==> src/rtl/alu_control_muldiv_if.sv <==
// EX-stage bus between the pipeline and the ALU control / multiply-divide unit.
interface alu_control_muldiv_if #(
  parameter int unsigned DATA_WIDTH = 32,
  parameter int unsigned OP_WIDTH   = 6
);
  logic                  i_valid;
  logic [OP_WIDTH-1:0]   ALUOp;
  logic [OP_WIDTH-1:0]   Funct;
  logic [DATA_WIDTH-1:0] i_rs;
  logic [DATA_WIDTH-1:0] i_rt;
  logic [OP_WIDTH-1:0]   ALUControl;
  logic                  o_use_hilo;
  logic [DATA_WIDTH-1:0] o_hilo_data;
  logic                  o_stall;
  logic                  o_busy;
  logic                  o_div_by_zero;

  modport master (
    output i_valid, ALUOp, Funct, i_rs, i_rt,
    input  ALUControl, o_use_hilo, o_hilo_data, o_stall, o_busy, o_div_by_zero
  );

  modport slave (
    input  i_valid, ALUOp, Funct, i_rs, i_rt,
    output ALUControl, o_use_hilo, o_hilo_data, o_stall, o_busy, o_div_by_zero
  );
endinterface

==> src/rtl/alu_control_muldiv.sv <==
// EX-stage ALU control decode plus a background shift-add multiplier / restoring
// divider writing the HI/LO pair, with a HI/LO-only pipeline interlock.
module alu_control_muldiv #(
  parameter int unsigned DATA_WIDTH = 32,
  parameter int unsigned OP_WIDTH   = 6
) (
  input logic                 clk,
  input logic                 reset,
  alu_control_muldiv_if.slave bus
);
  localparam int unsigned W  = DATA_WIDTH;
  localparam int unsigned CW = $clog2(DATA_WIDTH);

  localparam logic [OP_WIDTH-1:0] F_SLL   = OP_WIDTH'(6'b000000);
  localparam logic [OP_WIDTH-1:0] F_SRA   = OP_WIDTH'(6'b000011);
  localparam logic [OP_WIDTH-1:0] F_SLLV  = OP_WIDTH'(6'b000100);
  localparam logic [OP_WIDTH-1:0] F_SRAV  = OP_WIDTH'(6'b000111);
  localparam logic [OP_WIDTH-1:0] F_ADD   = OP_WIDTH'(6'b100000);
  localparam logic [OP_WIDTH-1:0] F_ADDU  = OP_WIDTH'(6'b100001);
  localparam logic [OP_WIDTH-1:0] F_SUB   = OP_WIDTH'(6'b100010);
  localparam logic [OP_WIDTH-1:0] F_SUBU  = OP_WIDTH'(6'b100011);
  localparam logic [OP_WIDTH-1:0] F_AND   = OP_WIDTH'(6'b100100);
  localparam logic [OP_WIDTH-1:0] F_OR    = OP_WIDTH'(6'b100101);
  localparam logic [OP_WIDTH-1:0] F_XOR   = OP_WIDTH'(6'b100110);
  localparam logic [OP_WIDTH-1:0] F_NOR   = OP_WIDTH'(6'b100111);
  localparam logic [OP_WIDTH-1:0] F_SLT   = OP_WIDTH'(6'b101010);
  localparam logic [OP_WIDTH-1:0] F_SLTU  = OP_WIDTH'(6'b101011);
  localparam logic [OP_WIDTH-1:0] F_MULT  = OP_WIDTH'(6'b011000);
  localparam logic [OP_WIDTH-1:0] F_MULTU = OP_WIDTH'(6'b011001);
  localparam logic [OP_WIDTH-1:0] F_DIV   = OP_WIDTH'(6'b011010);
  localparam logic [OP_WIDTH-1:0] F_DIVU  = OP_WIDTH'(6'b011011);
  localparam logic [OP_WIDTH-1:0] F_MFHI  = OP_WIDTH'(6'b010000);
  localparam logic [OP_WIDTH-1:0] F_MFLO  = OP_WIDTH'(6'b010010);
  localparam logic [OP_WIDTH-1:0] F_MTHI  = OP_WIDTH'(6'b010001);
  localparam logic [OP_WIDTH-1:0] F_MTLO  = OP_WIDTH'(6'b010011);

  typedef enum logic {ST_IDLE, ST_RUN} state_t;

  state_t            state_q, state_d;
  logic [CW-1:0]     cnt_q, cnt_d;
  logic [2*W-1:0]    acc_q, acc_d;
  logic [W-1:0]      rem_q, rem_d;
  logic [W-1:0]      opnd_q, opnd_d;
  logic              is_div_q, is_div_d;
  logic              neg_res_q, neg_res_d;
  logic              neg_rem_q, neg_rem_d;
  logic [W-1:0]      hi_q, hi_d;
  logic [W-1:0]      lo_q, lo_d;
  logic              dbz_q, dbz_d;

  logic              fn_mul, fn_div, fn_signed, fn_hilo;
  logic              hilo_op, busy, issue, start, last_step;
  logic              sgn_rs, sgn_rt;
  logic [W-1:0]      mag_rs, mag_rt;
  logic [W:0]        mul_sum, div_shift, div_diff;
  logic [2*W-1:0]    step_acc, prod;
  logic [W-1:0]      step_rem, quo;
  logic [OP_WIDTH-1:0] alu_ctrl;

  // ALU control decode: R-type by funct, everything else by ALUOp class.
  always_comb begin
    alu_ctrl = '0;
    if (bus.ALUOp == '0) begin
      case (bus.Funct)
        F_SLL:   alu_ctrl = OP_WIDTH'(23);
        F_SRA:   alu_ctrl = OP_WIDTH'(28);
        F_SLLV:  alu_ctrl = OP_WIDTH'(36);
        F_SRAV:  alu_ctrl = OP_WIDTH'(15);
        F_ADD:   alu_ctrl = OP_WIDTH'(0);
        F_ADDU:  alu_ctrl = OP_WIDTH'(1);
        F_SUB:   alu_ctrl = OP_WIDTH'(2);
        F_SUBU:  alu_ctrl = OP_WIDTH'(45);
        F_AND:   alu_ctrl = OP_WIDTH'(18);
        F_OR:    alu_ctrl = OP_WIDTH'(19);
        F_XOR:   alu_ctrl = OP_WIDTH'(21);
        F_NOR:   alu_ctrl = OP_WIDTH'(20);
        F_SLT:   alu_ctrl = OP_WIDTH'(30);
        F_SLTU:  alu_ctrl = OP_WIDTH'(31);
        default: alu_ctrl = '0;
      endcase
    end else begin
      case (bus.ALUOp)
        OP_WIDTH'(1):  alu_ctrl = OP_WIDTH'(1);
        OP_WIDTH'(2):  alu_ctrl = OP_WIDTH'(0);
        OP_WIDTH'(4):  alu_ctrl = OP_WIDTH'(17);
        OP_WIDTH'(6):  alu_ctrl = OP_WIDTH'(9);
        OP_WIDTH'(7):  alu_ctrl = OP_WIDTH'(10);
        OP_WIDTH'(11): alu_ctrl = OP_WIDTH'(14);
        OP_WIDTH'(12): alu_ctrl = OP_WIDTH'(18);
        OP_WIDTH'(13): alu_ctrl = OP_WIDTH'(19);
        OP_WIDTH'(14): alu_ctrl = OP_WIDTH'(21);
        OP_WIDTH'(16): alu_ctrl = OP_WIDTH'(30);
        OP_WIDTH'(17): alu_ctrl = OP_WIDTH'(31);
        OP_WIDTH'(18): alu_ctrl = OP_WIDTH'(24);
        OP_WIDTH'(20): alu_ctrl = OP_WIDTH'(37);
        default:       alu_ctrl = '0;
      endcase
    end
  end

  // Issue qualification and operand magnitudes.
  always_comb begin
    fn_mul    = (bus.Funct == F_MULT) || (bus.Funct == F_MULTU);
    fn_div    = (bus.Funct == F_DIV)  || (bus.Funct == F_DIVU);
    fn_signed = (bus.Funct == F_MULT) || (bus.Funct == F_DIV);
    fn_hilo   = fn_mul || fn_div ||
                (bus.Funct == F_MFHI) || (bus.Funct == F_MFLO) ||
                (bus.Funct == F_MTHI) || (bus.Funct == F_MTLO);
    busy      = (state_q == ST_RUN);
    hilo_op   = bus.i_valid && (bus.ALUOp == '0) && fn_hilo;
    issue     = hilo_op && !busy;
    start     = issue && (fn_mul || fn_div);
    last_step = busy && (cnt_q == CW'(W - 1));
    sgn_rs    = fn_signed && bus.i_rs[W-1];
    sgn_rt    = fn_signed && bus.i_rt[W-1];
    mag_rs    = sgn_rs ? -bus.i_rs : bus.i_rs;
    mag_rt    = sgn_rt ? -bus.i_rt : bus.i_rt;
  end

  // FSM state register.
  always_ff @(posedge clk or posedge reset) begin
    if (reset) state_q <= ST_IDLE;
    else       state_q <= state_d;
  end

  // FSM next state.
  always_comb begin
    state_d = state_q;
    case (state_q)
      ST_IDLE: if (start)     state_d = ST_RUN;
      ST_RUN:  if (last_step) state_d = ST_IDLE;
      default:                state_d = ST_IDLE;
    endcase
  end

  // FSM outputs: interlock and MFHI/MFLO result path.
  always_comb begin
    bus.ALUControl    = alu_ctrl;
    bus.o_stall       = hilo_op && busy;
    bus.o_use_hilo    = issue && ((bus.Funct == F_MFHI) || (bus.Funct == F_MFLO));
    bus.o_hilo_data   = '0;
    if (issue && (bus.Funct == F_MFHI)) bus.o_hilo_data = hi_q;
    if (issue && (bus.Funct == F_MFLO)) bus.o_hilo_data = lo_q;
    bus.o_busy        = busy;
    bus.o_div_by_zero = dbz_q;
  end

  // One sequencer step. Multiply keeps the multiplier in the low half of acc and
  // shifts the partial product in from the top; divide shifts the dividend out of
  // acc's low half into the remainder while the quotient bits shift in behind it.
  always_comb begin
    mul_sum   = {1'b0, acc_q[2*W-1:W]} + (acc_q[0] ? {1'b0, opnd_q} : '0);
    div_shift = {rem_q, acc_q[W-1]};
    div_diff  = div_shift - {1'b0, opnd_q};
    step_rem  = div_diff[W] ? div_shift[W-1:0] : div_diff[W-1:0];
    if (is_div_q) step_acc = {acc_q[2*W-1:W], acc_q[W-2:0], ~div_diff[W]};
    else          step_acc = {mul_sum, acc_q[W-1:1]};
    prod = neg_res_q ? -step_acc : step_acc;
    quo  = neg_res_q ? -step_acc[W-1:0] : step_acc[W-1:0];
  end

  // Datapath next-state: operand capture, stepping, final HI/LO write-back.
  always_comb begin
    cnt_d     = cnt_q;
    acc_d     = acc_q;
    rem_d     = rem_q;
    opnd_d    = opnd_q;
    is_div_d  = is_div_q;
    neg_res_d = neg_res_q;
    neg_rem_d = neg_rem_q;
    hi_d      = hi_q;
    lo_d      = lo_q;
    dbz_d     = 1'b0;
    if (start) begin
      cnt_d     = '0;
      rem_d     = '0;
      is_div_d  = fn_div;
      neg_res_d = sgn_rs ^ sgn_rt;
      neg_rem_d = sgn_rs;
      if (fn_div) begin
        acc_d  = {{W{1'b0}}, mag_rs};
        opnd_d = mag_rt;
      end else begin
        acc_d  = {{W{1'b0}}, mag_rt};
        opnd_d = mag_rs;
      end
    end
    if (issue && (bus.Funct == F_MTHI)) hi_d = bus.i_rs;
    if (issue && (bus.Funct == F_MTLO)) lo_d = bus.i_rs;
    if (busy) begin
      cnt_d = cnt_q + CW'(1);
      acc_d = step_acc;
      rem_d = step_rem;
      if (last_step) begin
        cnt_d = '0;
        if (!is_div_q) begin
          hi_d = prod[2*W-1:W];
          lo_d = prod[W-1:0];
        end else begin
          // Divisor 0 leaves the dividend in the remainder; only LO needs forcing.
          hi_d = neg_rem_q ? -step_rem : step_rem;
          if (opnd_q == '0) begin
            lo_d  = '1;
            dbz_d = 1'b1;
          end else begin
            lo_d  = quo;
          end
        end
      end
    end
  end

  // Datapath registers.
  always_ff @(posedge clk or posedge reset) begin
    if (reset) begin
      cnt_q     <= '0;
      acc_q     <= '0;
      rem_q     <= '0;
      opnd_q    <= '0;
      is_div_q  <= 1'b0;
      neg_res_q <= 1'b0;
      neg_rem_q <= 1'b0;
      hi_q      <= '0;
      lo_q      <= '0;
      dbz_q     <= 1'b0;
    end else begin
      cnt_q     <= cnt_d;
      acc_q     <= acc_d;
      rem_q     <= rem_d;
      opnd_q    <= opnd_d;
      is_div_q  <= is_div_d;
      neg_res_q <= neg_res_d;
      neg_rem_q <= neg_rem_d;
      hi_q      <= hi_d;
      lo_q      <= lo_d;
      dbz_q     <= dbz_d;
    end
  end
endmodule

==> src/flat_wrapper.sv <==
// flat-port wrapper written by rule: the top's interface ports become plain ports
module alu_control_muldiv_flat 
#(
  parameter int unsigned DATA_WIDTH = 32,
  parameter int unsigned OP_WIDTH   = 6
)
  (clk, reset, bus_i_valid, bus_ALUOp, bus_Funct, bus_i_rs, bus_i_rt, bus_ALUControl, bus_o_use_hilo, bus_o_hilo_data, bus_o_stall, bus_o_busy, bus_o_div_by_zero);
  alu_control_muldiv_if #(.DATA_WIDTH(DATA_WIDTH), .OP_WIDTH(OP_WIDTH)) bus_i ();
  input logic clk;
  input logic reset;
  input wire logic [$bits(bus_i.i_valid)-1:0] bus_i_valid;
  input wire logic [$bits(bus_i.ALUOp)-1:0] bus_ALUOp;
  input wire logic [$bits(bus_i.Funct)-1:0] bus_Funct;
  input wire logic [$bits(bus_i.i_rs)-1:0] bus_i_rs;
  input wire logic [$bits(bus_i.i_rt)-1:0] bus_i_rt;
  output wire logic [$bits(bus_i.ALUControl)-1:0] bus_ALUControl;
  output wire logic [$bits(bus_i.o_use_hilo)-1:0] bus_o_use_hilo;
  output wire logic [$bits(bus_i.o_hilo_data)-1:0] bus_o_hilo_data;
  output wire logic [$bits(bus_i.o_stall)-1:0] bus_o_stall;
  output wire logic [$bits(bus_i.o_busy)-1:0] bus_o_busy;
  output wire logic [$bits(bus_i.o_div_by_zero)-1:0] bus_o_div_by_zero;
  assign bus_i.i_valid = bus_i_valid;
  assign bus_i.ALUOp = bus_ALUOp;
  assign bus_i.Funct = bus_Funct;
  assign bus_i.i_rs = bus_i_rs;
  assign bus_i.i_rt = bus_i_rt;
  assign bus_ALUControl = bus_i.ALUControl;
  assign bus_o_use_hilo = bus_i.o_use_hilo;
  assign bus_o_hilo_data = bus_i.o_hilo_data;
  assign bus_o_stall = bus_i.o_stall;
  assign bus_o_busy = bus_i.o_busy;
  assign bus_o_div_by_zero = bus_i.o_div_by_zero;
  alu_control_muldiv #(.DATA_WIDTH(DATA_WIDTH), .OP_WIDTH(OP_WIDTH)) u_core (.clk(clk), .reset(reset), .bus(bus_i));
endmodule
==> config.mk <==
export PLATFORM = sky130hd
export DESIGN_NAME = alu_control_muldiv_flat
export DESIGN_NICKNAME = d
export VERILOG_FILES = /design/src/rtl/alu_control_muldiv_if.sv /design/src/rtl/alu_control_muldiv.sv /design/src/flat_wrapper.sv
export SDC_FILE = /design/constraint.sdc
export NUM_CORES = 1
export LEC_CHECK = 0
export CELL_PAD_IN_SITES_DETAIL_PLACEMENT = 2
export CELL_PAD_IN_SITES_GLOBAL_PLACEMENT = 2
export CORE_MARGIN = 1
export CORE_UTILIZATION = 33
export CTS_CLUSTER_DIAMETER = 120
export DETAILED_ROUTE_END_ITERATION = 7
export PLACE_DENSITY_LB_ADDON = 0.08
export SKIP_CTS_REPAIR_TIMING = 1
export SLEW_MARGIN = 20
export SYNTH_ARGS = -nofsm -noshare
export SYNTH_HDL_FRONTEND = slang
export SYNTH_SLANG_ARGS = --single-unit
==> constraint.sdc <==
create_clock -name clk -period 6.63 [get_ports clk]
set_input_delay 1.326 -clock clk [delete_from_list [all_inputs] [get_ports clk]]
set_output_delay 1.326 -clock clk [all_outputs]
set_load 0.05 [all_outputs]
### Yosys cells after proc, flatten, opt, wreduce, memory -nomap -nowiden

Memory sizes are Yosys's and may differ from the RTL's.
Index checks and enable logic that the tools add are counted.

| operators by class | value |
|---|---|
| bitwise logic cells | 3 |
| $add $sub $neg | 8 |
| magnitude comparators | 0 |
| multiplexer cells | 37 |
| equal/unequal tests | 9 |
| reduce and logical (&&, ||, !) cells | 26 |
| divide/modulo/power cells | 0 |
| shift-type cells | 0 |
| $mul | 0 |

Operators by type and width:

| kind | count |
|---|---|
| $mux W32 | 21 |
| $mux W64 | 4 |
| $neg A32 Y32 | 4 |
| $neg A64 Y64 | 1 |
| $eq A6 B5 Y1 const B | 8 |
| $add A32 B33 Y33 | 1 |
| $sub A33 B32 Y33 | 1 |
| $logic_not A32 Y1 | 1 |
| $mux W5 | 3 |
| $logic_and A1 B1 Y1 | 13 |
| $mux W6 | 2 |
| $logic_or A1 B1 Y1 | 9 |
| $logic_not A6 Y1 | 1 |
| $mux W1 | 6 |
| $add A5 B1 Y5 const B | 1 |
| $eq A5 B5 Y1 const B | 1 |
| $not A1 Y1 | 2 |
| $pmux W1 S2 | 1 |
| $reduce_bool A2 Y1 | 1 |
| $logic_not A1 Y1 | 1 |
| $xor A1 B1 Y1 | 1 |

| word-level totals | value |
|---|---|
| logic and storage cells | 96 |
| input bits | 79 |
| bits in latches | 0 |
| memories | 2 |
| bits in read-only memories | 576 |
| bits in registers | 202 |
| bits in writable memories | 0 |

Memory list:

| name | depth | width | rd ports | clocked after memory_dff | write ports | RTL line | source |
|---|---|---|---|---|---|---|---|
| (no name shown) | 64 | 6 | 1 | 0 | 0 | alu_control_muldiv.sv:64 | `case (bus.Funct)` |
| (no name shown) | 32 | 6 | 1 | 0 | 0 | alu_control_muldiv.sv:82 | `case (bus.ALUOp)` |

### Longest topological paths before layout

| logic depth | value |
|---|---|
| depth after elaboration | 13 |
| gate-level depth with buffers | 25 |
| depth with buffers taken out | 21 |

### Least setup slack after synthesis

Ideal clock, no wire load.

| path | value |
|---|---|
| kind | input-to-output |
| start point | input bus_ALUOp[0] |
| end point | output bus_o_hilo_data[10] |
| arrival | 3.947 ns |
| stages on the path | 12 |
| data required time | 5.304 ns |
| slack | 1.357 ns |
| buffers on the path | 2 |
| cells stage by stage | inv_1 -> ha_1 -> nand2b_1 -> or3_1 -> nor4_1 -> o41ai_1 -> nand2b_1 -> nor3_1 -> and3_1 -> clkbuf_1 -> clkbuf_1 -> a22o_1 |

| on the way | value |
|---|---|
| longest elaborated chain between the ends | 7 |
| elaborated cells on any way between the ends | 8 |

RTL lines:

| element | RTL line | source |
|---|---|---|
| from (decl) | flat_wrapper.sv:12 | `input wire logic [$bits(bus_i.ALUOp)-1:0] bus_ALUOp;` |
| $logic_not A6 Y1 (*) | alu_control_muldiv.sv:110 | `hilo_op = bus.i_valid && (bus.ALUOp == '0) && fn_hilo;` |
| $logic_and A1 B1 Y1 (*) (2 in a row) | alu_control_muldiv.sv:110 |  |
| $logic_and A1 B1 Y1 (*) | alu_control_muldiv.sv:111 | `issue = hilo_op && !busy;` |
| $logic_and A1 B1 Y1 | alu_control_muldiv.sv:142 | `if (issue && (bus.Funct == F_MFHI)) bus.o_hilo_data = hi_q;` |
| $mux W32 | alu_control_muldiv.sv:142 |  |
| $mux W32 (*) | alu_control_muldiv.sv:143 | `if (issue && (bus.Funct == F_MFLO)) bus.o_hilo_data = lo_q;` |
| to (decl) | flat_wrapper.sv:18 | `output wire logic [$bits(bus_i.o_hilo_data)-1:0] bus_o_hilo_data;` |

Mark *: on every way between the ends. The rest lies on a longest branch, timed or not.

### Worst setup path after layout

| path | value |
|---|---|
| start point | register u_core.opnd_q[25] |
| end point | register u_core.hi_q[30] |

| on the way | value |
|---|---|
| longest elaborated chain between the ends | 8 |
| elaborated cells on any way between the ends | 13 |

RTL lines:

| element | RTL line | source |
|---|---|---|
| from (decl) | alu_control_muldiv.sv:43 | `logic [W-1:0] opnd_q, opnd_d;` |
| from (signal assigned) | alu_control_muldiv.sv:230 | `opnd_q <= opnd_d;` |
| $mux W32 or $sub A33 B32 Y33 (tied branches) | alu_control_muldiv.sv:152, alu_control_muldiv.sv:154 |  |
| $add A32 B33 Y33 or $not A1 Y1 (tied branches) | alu_control_muldiv.sv:152, alu_control_muldiv.sv:156 |  |
| $mux W64 | alu_control_muldiv.sv:156 | `if (is_div_q) step_acc = {acc_q[2*W-1:W], acc_q[W-2:0], ~div_diff[W]};` |
| $neg A64 Y64 | alu_control_muldiv.sv:158 | `prod = neg_res_q ? -step_acc : step_acc;` |
| $mux W64 | alu_control_muldiv.sv:158 |  |
| $mux W32 (*) | alu_control_muldiv.sv:196 | `if (!is_div_q) begin` |
| $mux W32 (*) | alu_control_muldiv.sv:194 | `if (last_step) begin` |
| $mux W32 (*) | alu_control_muldiv.sv:190 | `if (busy) begin` |
| net u_core.hi_d[30] | alu_control_muldiv.sv:47 | `logic [W-1:0] hi_q, hi_d;` |
| to (signal assigned) | alu_control_muldiv.sv:234 | `hi_q <= hi_d;` |
| to (decl) | alu_control_muldiv.sv:47 |  |

Mark *: on every way through the listed nets, which the timed path passes. The rest lies on a longest branch.
A chain may end at the register's enable or synchronous reset.

==> summary.txt <==
GRT
  – Initial antenna violation count: 6
  – Largest net degree at the start of global routing: 136
  – GR Overflow Total: 0
  – Number of global-route vias before repair: 22618
  – First-pass GRT wire length: 155000 um
  – GR Util All Layers: 34.0%

Floorplanning
  – I/O pin cnt: 121
  – Die Width: 248 um
  – Core Area: 59400 um2
  – Die area: 61300 um2
  – Initial core utilization: 33.5%
  – Row count: 89
  – Die Ht: 248 um

STA
  – Pins Over Slew Limit: 0
  – Final setup viols: 0
  – Setup TNS: 0 ns
  – Final cycle utilization of the critical path: 93.2%
  – RSZ-0062 raised after global routing: false
  – WHS: 0.523 ns
  – Setup Skew: 0.0153 ns
  – Fin. Hold Viols: 0
  – Least-Margin Pin Slew: 1.13 ns
  – Max frequency: 162 MHz
  – Relative slew slack: 24.7%
  – Fin crit period: 6.18 ns

Setup path
  – Worst path arrival time: 6.63 ns
  – CP peak stage delay: 0.54 ns
  – Critical-path cell list: inv_1 > ha_1 > a21oi_1 > o21ai_2 > a211o_1 > a221o_1 > o21ai_1 > nand2_1 > nand2_1 > o21ai_0 > inv_1 > ha_1 > nand2_1 > or2_2 > a211o_1 > o31a_1 > or2_1 > o41ai_1 > xor2_1 > a211oi_1
  – WS Path Type: flip-flop to flip-flop
  – CP endpoint kind: flip-flop
  – CP Launch Type: flip-flop
  – Buf+Inv Stages, Crit Path: 2
  – Worst EP required: 7.08 ns
  – CP dominant cell by count: nand2_1
  – Worst path slowest cell: xor2_1
  – CP delay by family, top: compound AO/OA/AOI/OAI gates
  – Crit-path max FO: 12

Yosys
  – Post-synth EDFFs: 0
  – Post-synth ARST share: 100%
  – Netlist cell types: 93
  – Seq/Total Area, Yosys: 25.4%
  – Synth area leaders: dfrtp_1 (25%), nand2_1 (6.8%), ha_1 (5.0%), o21ai_0 (4.9%), xnor2_1 (4.8%)
  – Share of Yosys cell area claimed by the top area cell type: 25.4%
  – Flops & latches, synth: 202
  – Post-Syn Nets: 2751
  – Syn Inst Count: 2591
  – Top_reg_cell synth: dfrtp_1
  – Mapped cell area: 19900 um2
  – Syn_area_per_cell: 7.68 um2
  – Ys Warns: 0
  – Dominant cell type by area after synthesis: dfrtp_1

Placed design
  – Dpl hpwl: 82400 um
  – PortBufs: 120
  – Gpl congestion: 0.987

Route
  – DRC viols: 15
  – Routed vias: 21697
  – DR vias/cell: 6.34
  – WL per Instance: 30.8 um
  – Final wirelength: 105000 um
  – Drt pass-1 iters: 7
  – DR iter-0 viols: 1662
  – Post-DRT Antenna Nets: 0

Cells and area
  – Synth-to-layout area growth: 16.7%
  – Nets@finish: 2788
  – Final core occ: 39.1%
  – Fraction of layout cells with a size suffix above 1: 8.19%
  – Diode count: 0

Clock network
  – Skew-Pair Late Insertion Delay: 0.61 ns
  – TritonCTS clock tree: yes
  – Num CTS Buffers: 29
  – Root Driver: clkbuf_16
  – CTS max path bufs: 3
  – Clock sink count: 202
  – Worst-path clk slew: 0.06 ns
  – H-Tree Depth: 1

Power and ir drop
  – Static Leak: 9.37 nW
  – Power Dens Cells: 322 nW/um2
  – Maximum vdd drop: 0.226 mV

Hold path
  – Hold WC Path Type: flip-flop to flip-flop

Outcome
  – Outcome: finished with violations
  – Violated checks: DRC

Job
  – Max-cap check violation count: 0
through the flow:
step | power [mW] | cells | area, um2 | setup slack (ns)
3_5_place_dp | 5.65 | 3370 | 22200 | 0.663
4_1_cts | 7.41 | 3421 | 23200 | 0.528
3_3_place_gp | 5.55 | 3370 | 22200 | 0.808
2_1_floorplan | 4.07 | 2591 | 19900 | 1.36
5_1_grt | 7.76 | 3421 | 23200 | 0.324
6_report | 7.48 | 3421 | 23200 | 0.451
state kept, by name, summed over array words and instances (netlist names):
name / count
u_core.bus.o_div_by_zero: 1
u_core.is_div_q: 1
u_core.bus.o_busy: 1
u_core.lo_q: 32
u_core.cnt_q: 5
u_core.neg_rem_q: 1
u_core.neg_res_q: 1
u_core.acc_q: 64
u_core.rem_q: 32
u_core.opnd_q: 32
u_core.hi_q: 32
final timing paths:
path	cells past startpoint	slack [ns]	endpoint	startpoint
min in group asynchronous	2	1.10	u_core.lo_q[14]	reset
max in group asynchronous	3	4.13	u_core.is_div_q	reset
setup reg to reg	20	0.45	u_core.hi_q[30]	u_core.opnd_q[25]
hold / removal	1	0.52	u_core.cnt_q[2]	u_core.cnt_q[2]
hold reg to reg	1	0.52	u_core.cnt_q[2]	u_core.cnt_q[2]
setup / recovery	20	0.45	u_core.hi_q[30]	u_core.opnd_q[25]
layout make-up:
class / count / area [um2]
Fill cell: 6810 / 36100
Multi-Input combinational cell: 2155 / 14000
Sequential cell: 202 / 5060
Timing Repair Buffer: 172 / 1950
Tap cell: 773 / 967
Clock buffer: 36 / 812
Inverter: 68 / 259
Clock inverter: 15 / 214
cell usage after synthesis (20+ instances only):
cell / count
o211ai_1: 25
or3_1: 36
nand2b_1: 23
nand2_1: 358
ha_1: 79
o21a_1: 24
nand3_1: 67
nor4_1: 30
nor3_1: 60
o31ai_1: 38
o21ai_0: 196
dfrtp_1: 202
xnor2_1: 108
a22o_1: 45
o221ai_1: 26
clkbuf_1: 128
nand4_1: 24
and2_1: 48
buf_1: 22
a21o_1: 27
nor2_1: 166
mux2_2: 22
a31oi_1: 34
xor2_1: 80
a22oi_1: 20
a32oi_1: 31
mux2i_1: 74
a21oi_1: 178
a211oi_1: 32
o22ai_1: 42
inv_1: 67
and3_1: 26
layer usage:
metal / vias up / GRT usage, % / part of all wire [%]
met5: - / 0 / 0.065
met1: 11235 / 45.3 / 44
met2: 601 / 55.1 / 46
met3: 190 / 3.34 / 4.4
met4: 10 / 16.5 / 5.4
li1: 9661 / - / -
cells by family (layout without fill, tap and decap cells):
logic type | count (synthesis) | in the layout | share of synthesized area [%]
buffers and inverters | 234 | 291 | 4.63
AO/OA/AOI/OAI | 855 | 855 | 28.9
XOR/XNOR | 188 | 188 | 8.27
flip-flops | 202 | 202 | 25.4
multiplexers | 96 | 96 | 4.97
adder cells (fa/ha/maj) | 81 | 81 | 5.17
AND/OR/NAND/NOR | 935 | 935 | 22.7
power by group:
part	switching, mW	internal (mW)
Combinational	2.75	1.33
Clock	0.711	1.03
Sequential	0.257	1.40
Total	3.72	3.76
layout by cell type, fill, tap and decap left out, types with 29 or more instances in the layout:
master             n
or3_1             36
nor3_1            60
mux2i_1           74
nor2_1           163
a31oi_1           34
o22ai_1           42
inv_1             65
and2_1            49
clkbuf_16         29
o31ai_1           38
nor4_1            30
a32oi_1           31
buf_12            35
o21ai_0          196
dfrtp_1          200
nand3_1           67
buf_4             50
a211oi_1          32
xnor2_1          108
clkdlybuf4s50_1   87
a22o_1            45
nand2_1          357
ha_1              79
xor2_1            80
a21oi_1          177
No activity file was read; power rests on OpenSTA's default activity.
